[src/rtl/fu_writeback_tracker_pkg.sv]
// fu_writeback_tracker_pkg: shared backend types for function-unit completion tracking
`ifndef IMUL_LATENCY
`define IMUL_LATENCY 5
`endif

package fu_writeback_tracker_pkg;

    localparam int PKG_PREG_W = 6;
    localparam int PKG_ROB_W  = 5;

    typedef enum logic [1:0] {
        FU_ALU,
        FU_BR,
        FU_IMUL
    } fu_sel_t;

    typedef struct packed {
        logic                  valid;
        fu_sel_t               fu;
        logic [PKG_PREG_W-1:0] rd;
        logic                  rd_en;
        logic [PKG_ROB_W-1:0]  rob;
    } wb_tag_t;

endpackage

[src/rtl/fu_writeback_tracker_if.sv]
// fu_writeback_tracker_if: issue, flush, FU result and writeback signals of the tracker
interface fu_writeback_tracker_if #(
    parameter int PREG_W = 6,
    parameter int ROB_W  = 5
);
    import fu_writeback_tracker_pkg::*;

    logic              issue_valid;
    fu_sel_t           issue_fu;
    logic [PREG_W-1:0] issue_rd;
    logic              issue_rd_en;
    logic [ROB_W-1:0]  issue_rob;
    logic              issue_ready;
    logic [ROB_W-1:0]  rob_head;
    logic              flush_valid;
    logic [ROB_W-1:0]  flush_rob;
    logic [31:0]       alu_out;
    logic              br_out;
    logic [31:0]       imul_out;
    logic              wb_valid;
    fu_sel_t           wb_fu;
    logic [PREG_W-1:0] wb_rd;
    logic              wb_rd_en;
    logic [ROB_W-1:0]  wb_rob;
    logic [31:0]       wb_data;
    logic              wb_br_taken;

    modport master (
        output issue_valid, issue_fu, issue_rd, issue_rd_en, issue_rob,
        output rob_head, flush_valid, flush_rob, alu_out, br_out, imul_out,
        input  issue_ready, wb_valid, wb_fu, wb_rd, wb_rd_en, wb_rob, wb_data, wb_br_taken
    );

    modport slave (
        input  issue_valid, issue_fu, issue_rd, issue_rd_en, issue_rob,
        input  rob_head, flush_valid, flush_rob, alu_out, br_out, imul_out,
        output issue_ready, wb_valid, wb_fu, wb_rd, wb_rd_en, wb_rob, wb_data, wb_br_taken
    );

endinterface

[src/rtl/fu_writeback_tracker_rob_age_cmp.sv]
// rob_age_cmp: modular ROB age test, true when a is younger than b relative to head
module rob_age_cmp #(
    parameter int ROB_W = 5
) (
    input  logic [ROB_W-1:0] head,
    input  logic [ROB_W-1:0] a,
    input  logic [ROB_W-1:0] b,
    output logic             a_younger_than_b
);
    logic [ROB_W-1:0] dist_a;
    logic [ROB_W-1:0] dist_b;

    assign dist_a           = a - head;
    assign dist_b           = b - head;
    assign a_younger_than_b = dist_a > dist_b;

endmodule

[src/rtl/fu_writeback_tracker.sv]
// fu_writeback_tracker: tag pipeline aligning fixed-latency FU results with their writeback tags
module fu_writeback_tracker
    import fu_writeback_tracker_pkg::*;
#(
    parameter int PREG_W   = PKG_PREG_W,
    parameter int ROB_W    = PKG_ROB_W,
    parameter int IMUL_LAT = `IMUL_LATENCY
) (
    input  logic                            clock,
    input  logic                            reset,
    fu_writeback_tracker_if.slave           bus,
    output logic [$clog2(IMUL_LAT+1)-1:0]   inflight_cnt
);
    localparam int CW = $clog2(IMUL_LAT + 1);

    wb_tag_t           pipe [IMUL_LAT];
    wb_tag_t           nxt  [IMUL_LAT];
    wb_tag_t           issue_tag;
    logic [IMUL_LAT-1:0] young;
    logic              accept;
    logic [CW-1:0]     cnt_nxt;

    // young[0] judges the issuing uop; young[g] judges the entry about to shift down from pipe[g]
    for (genvar g = 0; g < IMUL_LAT; g++) begin : g_age
        rob_age_cmp #(.ROB_W(ROB_W)) u_age (
            .head             (bus.rob_head),
            .a                ((g == 0) ? bus.issue_rob : pipe[g].rob),
            .b                (bus.flush_rob),
            .a_younger_than_b (young[g])
        );
    end

    assign bus.issue_ready = (bus.issue_fu == FU_IMUL) | !pipe[1].valid;
    assign accept          = bus.issue_valid & bus.issue_ready & !(bus.flush_valid & young[0]);
    assign issue_tag       = '{valid: 1'b1, fu: bus.issue_fu, rd: bus.issue_rd[PREG_W-1:0],
                               rd_en: bus.issue_rd_en, rob: bus.issue_rob};

    // shift toward the writeback slot, dropping flushed entries, then insert the accepted uop at its latency
    always_comb begin
        for (int j = 0; j < IMUL_LAT - 1; j++) nxt[j] = (bus.flush_valid & young[j+1]) ? '0 : pipe[j+1];
        nxt[IMUL_LAT-1] = '0;
        if (accept) nxt[(bus.issue_fu == FU_IMUL) ? IMUL_LAT - 1 : 0] = issue_tag;
    end

    // occupancy of the next pipeline state, registered alongside it
    always_comb begin
        cnt_nxt = '0;
        for (int j = 0; j < IMUL_LAT; j++) cnt_nxt = cnt_nxt + CW'(nxt[j].valid);
    end

    // pipeline and occupancy registers
    always_ff @(posedge clock) begin
        if (reset) begin
            pipe         <= '{default: '0};
            inflight_cnt <= '0;
        end else begin
            pipe         <= nxt;
            inflight_cnt <= cnt_nxt;
        end
    end

    assign bus.wb_valid    = pipe[0].valid;
    assign bus.wb_fu       = pipe[0].fu;
    assign bus.wb_rd       = pipe[0].rd;
    assign bus.wb_rd_en    = pipe[0].rd_en;
    assign bus.wb_rob      = pipe[0].rob;
    assign bus.wb_data     = !pipe[0].valid          ? '0 :
                             pipe[0].fu == FU_IMUL   ? bus.imul_out :
                             pipe[0].fu == FU_ALU    ? bus.alu_out : '0;
    assign bus.wb_br_taken = bus.br_out & (pipe[0].fu == FU_BR) & pipe[0].valid;

endmodule

[src/flat_wrapper.sv]
// flat-port wrapper written by rule: the top's interface ports become plain ports
module fu_writeback_tracker_flat import fu_writeback_tracker_pkg::*;
#(
    parameter int PREG_W   = PKG_PREG_W,
    parameter int ROB_W    = PKG_ROB_W,
    parameter int IMUL_LAT = `IMUL_LATENCY
)
  (clock, reset, inflight_cnt, bus_issue_valid, bus_issue_fu, bus_issue_rd, bus_issue_rd_en, bus_issue_rob, bus_rob_head, bus_flush_valid, bus_flush_rob, bus_alu_out, bus_br_out, bus_imul_out, bus_issue_ready, bus_wb_valid, bus_wb_fu, bus_wb_rd, bus_wb_rd_en, bus_wb_rob, bus_wb_data, bus_wb_br_taken);
  fu_writeback_tracker_if #(.PREG_W(PREG_W), .ROB_W(ROB_W)) bus_i ();
  input  logic clock;
  input  logic reset;
  output logic [$clog2(IMUL_LAT+1)-1:0] inflight_cnt;
  input wire logic [$bits(bus_i.issue_valid)-1:0] bus_issue_valid;
  input wire logic [$bits(bus_i.issue_fu)-1:0] bus_issue_fu;
  input wire logic [$bits(bus_i.issue_rd)-1:0] bus_issue_rd;
  input wire logic [$bits(bus_i.issue_rd_en)-1:0] bus_issue_rd_en;
  input wire logic [$bits(bus_i.issue_rob)-1:0] bus_issue_rob;
  input wire logic [$bits(bus_i.rob_head)-1:0] bus_rob_head;
  input wire logic [$bits(bus_i.flush_valid)-1:0] bus_flush_valid;
  input wire logic [$bits(bus_i.flush_rob)-1:0] bus_flush_rob;
  input wire logic [$bits(bus_i.alu_out)-1:0] bus_alu_out;
  input wire logic [$bits(bus_i.br_out)-1:0] bus_br_out;
  input wire logic [$bits(bus_i.imul_out)-1:0] bus_imul_out;
  output wire logic [$bits(bus_i.issue_ready)-1:0] bus_issue_ready;
  output wire logic [$bits(bus_i.wb_valid)-1:0] bus_wb_valid;
  output wire logic [$bits(bus_i.wb_fu)-1:0] bus_wb_fu;
  output wire logic [$bits(bus_i.wb_rd)-1:0] bus_wb_rd;
  output wire logic [$bits(bus_i.wb_rd_en)-1:0] bus_wb_rd_en;
  output wire logic [$bits(bus_i.wb_rob)-1:0] bus_wb_rob;
  output wire logic [$bits(bus_i.wb_data)-1:0] bus_wb_data;
  output wire logic [$bits(bus_i.wb_br_taken)-1:0] bus_wb_br_taken;
  assign bus_i.issue_valid = bus_issue_valid;
  assign bus_i.issue_fu = bus_issue_fu;
  assign bus_i.issue_rd = bus_issue_rd;
  assign bus_i.issue_rd_en = bus_issue_rd_en;
  assign bus_i.issue_rob = bus_issue_rob;
  assign bus_i.rob_head = bus_rob_head;
  assign bus_i.flush_valid = bus_flush_valid;
  assign bus_i.flush_rob = bus_flush_rob;
  assign bus_i.alu_out = bus_alu_out;
  assign bus_i.br_out = bus_br_out;
  assign bus_i.imul_out = bus_imul_out;
  assign bus_issue_ready = bus_i.issue_ready;
  assign bus_wb_valid = bus_i.wb_valid;
  assign bus_wb_fu = bus_i.wb_fu;
  assign bus_wb_rd = bus_i.wb_rd;
  assign bus_wb_rd_en = bus_i.wb_rd_en;
  assign bus_wb_rob = bus_i.wb_rob;
  assign bus_wb_data = bus_i.wb_data;
  assign bus_wb_br_taken = bus_i.wb_br_taken;
  fu_writeback_tracker #(.PREG_W(PREG_W), .ROB_W(ROB_W), .IMUL_LAT(IMUL_LAT)) u_core (.clock(clock), .reset(reset), .bus(bus_i), .inflight_cnt(inflight_cnt));
endmodule
[config.mk]
export PLATFORM = sky130hd
export DESIGN_NAME = fu_writeback_tracker_flat
export DESIGN_NICKNAME = d
export VERILOG_FILES = /design/src/rtl/fu_writeback_tracker_pkg.sv /design/src/rtl/fu_writeback_tracker_if.sv /design/src/rtl/fu_writeback_tracker_rob_age_cmp.sv /design/src/rtl/fu_writeback_tracker.sv /design/src/flat_wrapper.sv
export SDC_FILE = /design/constraint.sdc
export NUM_CORES = 1
export LEC_CHECK = 0
export ABC_AREA = 1
export BUFFER_PORTS_ARGS = -buffer_cell sky130_fd_sc_hd__buf_2
export CAP_MARGIN = 30
export CORE_MARGIN = 2
export CORE_UTILIZATION = 48
export CTS_BUF_LIST = sky130_fd_sc_hd__clkbuf_8
export CTS_CLUSTER_DIAMETER = 100
export DETAILED_ROUTE_END_ITERATION = 16
export GPL_TIMING_DRIVEN = 0
export PLACE_DENSITY_LB_ADDON = 0.12
export SLEW_MARGIN = 10
export SYNTH_ARGS = -nofsm -noshare
export SYNTH_HDL_FRONTEND = slang
export SYNTH_SLANG_ARGS = --single-unit
[constraint.sdc]
create_clock -name clock -period 5.22 [get_ports clock]
set_clock_uncertainty 0.2 [all_clocks]
set_input_delay 1.044 -clock clock [delete_from_list [all_inputs] [get_ports clock]]
set_output_delay 1.044 -clock clock [all_outputs]
set_load 0.01 [all_outputs]
==> impl_metrics.toml <==
[run_status]
outcome = "complete, no violations"

[place]
dp_hpwl_mm = 10.2
place_inst = 935
placed_cell_area_um2 = 5620
port_buffers = 143
gp_congestion = 0.883

[routing]
drt-total-wl_mm = 13.5
drc = 0
post_drt_wl_per_cell_um = 13.9
num_vias = 4806
vias_per_cell = 4.94
dr.pass1.iters = 6
first_iter_violations = 212
drtAntennaViolNets = 0

[global_routing]
grt_start_max_net_pins = 15
antenna_found_initial = 0
grtUsageTotal = 0.240
grt_pass1_vias = 4167
grt_pass1_wl_mm = 19.5
grt-ovfl-total = 0

[finish]
diodes = 0
layout.cells.non_filler = 972
drive_above_1_share = 0.290
finalInstanceArea_um2 = 6050
final_cell_mix = "nand2_1 (162), buf_2 (145), nor2_1 (83)"
syn2layout_area_growth_pct = 27.7
nets = 976
mostFrequentLayoutCell = "nand2_1"

[synthesis]
syn-num-nets = 801
yosysTopAreaCell = "dfxtp_1"
ys.flop_type = "dfxtp_1"
synthArstFlopShare = 0
synthCells = 659
yosys_warnings = 0
yosysSeqAreaShare = 0.330
syn_area_um2 = 4730
yosys-top-cells-area = "dfxtp_1 (33%), nand2_1 (13%), ha_1 (11%)"
synth_seq_cells = 78
netlist.area_leader.share = 0.330
synth_edf_count = 0
avgSynthCellArea_um2 = 7.18
synth.distinct_cells = 33

[timing]
slew_headroom = 0.598
setup_viol = 0
period_share = 0.957
fin_crit_ns = 5.00
hold_violations = 0
worst_slew_pin_slew_ns = 0.604
max_freq_ghz = 0.200
drv_slew = 0

[cts]
clk_pin_slew_ns = 0.08
ctsRootBufferMaster = "clkbuf_8"
htreeDepth = 3
cts_sinks = 78
cts-buffers-inserted = 9
clk_latency_ns = 0.35
cts_tree = "built"
max-clock-path-buffers = 2

[setup_path]
startpoint_type = "input port"
worstPathMaxFanout = 8
critPathKind = "input port to flip-flop"
r2r-start = "u_core.pipe[45]"
startpoint = "bus_flush_rob[0]"
critical_path_arrival_ns = 5.02
end_kind = "flip-flop"
rrSetupSlack_ns = 0.94
critical_path_required_ns = 5.24

[power_and_ir_drop]
power_density_nw_per_um2 = 267
leakage_nw = 3.14
ir_drop_v = 0.000202

[floorplan]
dieWidth_um = 103
pin_count = 145
chipHeight_um = 103
initial_core_util = 0.489
die_area_um2 = 10700
std_cell_rows = 36
core_um2 = 9680

[run]
drv_cap = 0

[min_path]
min_path_type = "flip-flop to flip-flop"
hp-start = "u_core.pipe[39]"
## routing by layer
metal / track usage / routed length, um / vias to the layer above
met1: 0.297 / 5850 / 2206
met5: 0 / 0 / -
met2: 0.425 / 6640 / 146
met3: 0.0363 / 785 / 18
li1: - / - / 2436
met4: 0.0891 / 218 / 0
## timing repair
item,4_1_cts,5_1_grt
hold buffers,0,0
gates resized for setup,6,10
buffers inserted,4,19
endpoints found under the setup margin,3,2
pin swaps,1,6
## power by group
group	leakage, nW	internal (mW)	switching [mW]	total [mW]
Sequential	0.632	0.615	0.00754	0.622
Combinational	2.43	0.245	0.343	0.588
Clock	0.0870	0.173	0.229	0.403
## cell type report
class | instances | area (um2)
clock buffer | 9 | 124
inverter | 59 | 225
fill | 911 | 3640
multi-input combinational | 482 | 2800
sequential | 78 | 1560
tap | 133 | 166
timing repair buffer | 166 | 901
buffer | 38 | 216
clock inverter | 7 | 50.0
## kinds of logic after synthesis
| kind of cell | after synthesis | share of synthesized area |
|---|---|---|
| xor+xnor | 21 | 0.0388 |
| buf+inv | 99 | 0.0938 |
| simple gates | 345 | 0.316 |
| flops | 78 | 0.330 |
| fa+ha+maj | 49 | 0.142 |
| other cells | 1 | 0.000792 |
| compound gates | 66 | 0.0788 |
## worst paths after layout
| kind | to | depth (start not counted) |
|---|---|---|
| setup / recovery | u_core.inflight_cnt[1] | 27 |
| hold / removal | u_core.pipe[54] | 2 |
| setup reg to reg | u_core.inflight_cnt[1] | 23 |
| hold reg to reg | u_core.pipe[54] | 2 |
## Yosys cell counts (all sizes together) (5+ instances only)
| library cell | n |
|---|---|
| xor2 | 16 |
| nand3 | 61 |
| inv | 59 |
| nor2 | 97 |
| buf | 23 |
| a21oi | 52 |
| fa | 8 |
| ha | 41 |
| clkbuf | 17 |
| nand4 | 8 |
| nor3 | 7 |
| nand2 | 171 |
| o21ai | 5 |
| xnor2 | 5 |
| dfxtp | 78 |
## state kept, by name, indices dropped and copies added, names as in the netlist
signal and cells:
u_core.pipe 60, u_core.bus.wb_rd 6, u_core.bus.wb_rob 5, u_core.inflight_cnt 3
u_core.bus.wb_fu 2, u_core.bus.wb_rd_en 1, u_core.bus.wb_valid 1
## metrics by stage
stage	TNS (ns)	setup WS [ns]	total power [mW]	hold WS, ns	util
detailed placement	-2.02	-0.810	1.15	0.216	0.580
finish	0	0.224	1.61	0.228	0.625
floorplan	0	0.118	0.988	0.208	-
global route	-0.0278	-0.0278	1.71	0.240	0.625
CTS	0	0.0125	1.56	0.225	0.604
global placement	-1.94	-0.782	1.14	0.211	0.580
## worst max-delay path: stages
cell and delay, ns:
buf_2 0.15, inv_2 0.09, ha_1 0.17, inv_1 0.09, fa_2 0.38, a21oi_2 0.13
nor2_1 0.06, nor2_2 0.15, xor2_2 0.08, buf_4 0.17, buf_12 0.13, ha_4 0.27
inv_1 0.04, o21bai_1 0.14, inv_1 0.07, nand2_2 0.11, nand2_4 0.09, nand3_4 0.07
nand2_1 0.06, ha_1 0.27, inv_1 0.05, fa_1 0.47, inv_1 0.04, ha_1 0.18
fa_1 0.43, inv_1 0.06, nor2_1 0.03
No activity file was read; power rests on OpenSTA's default activity.
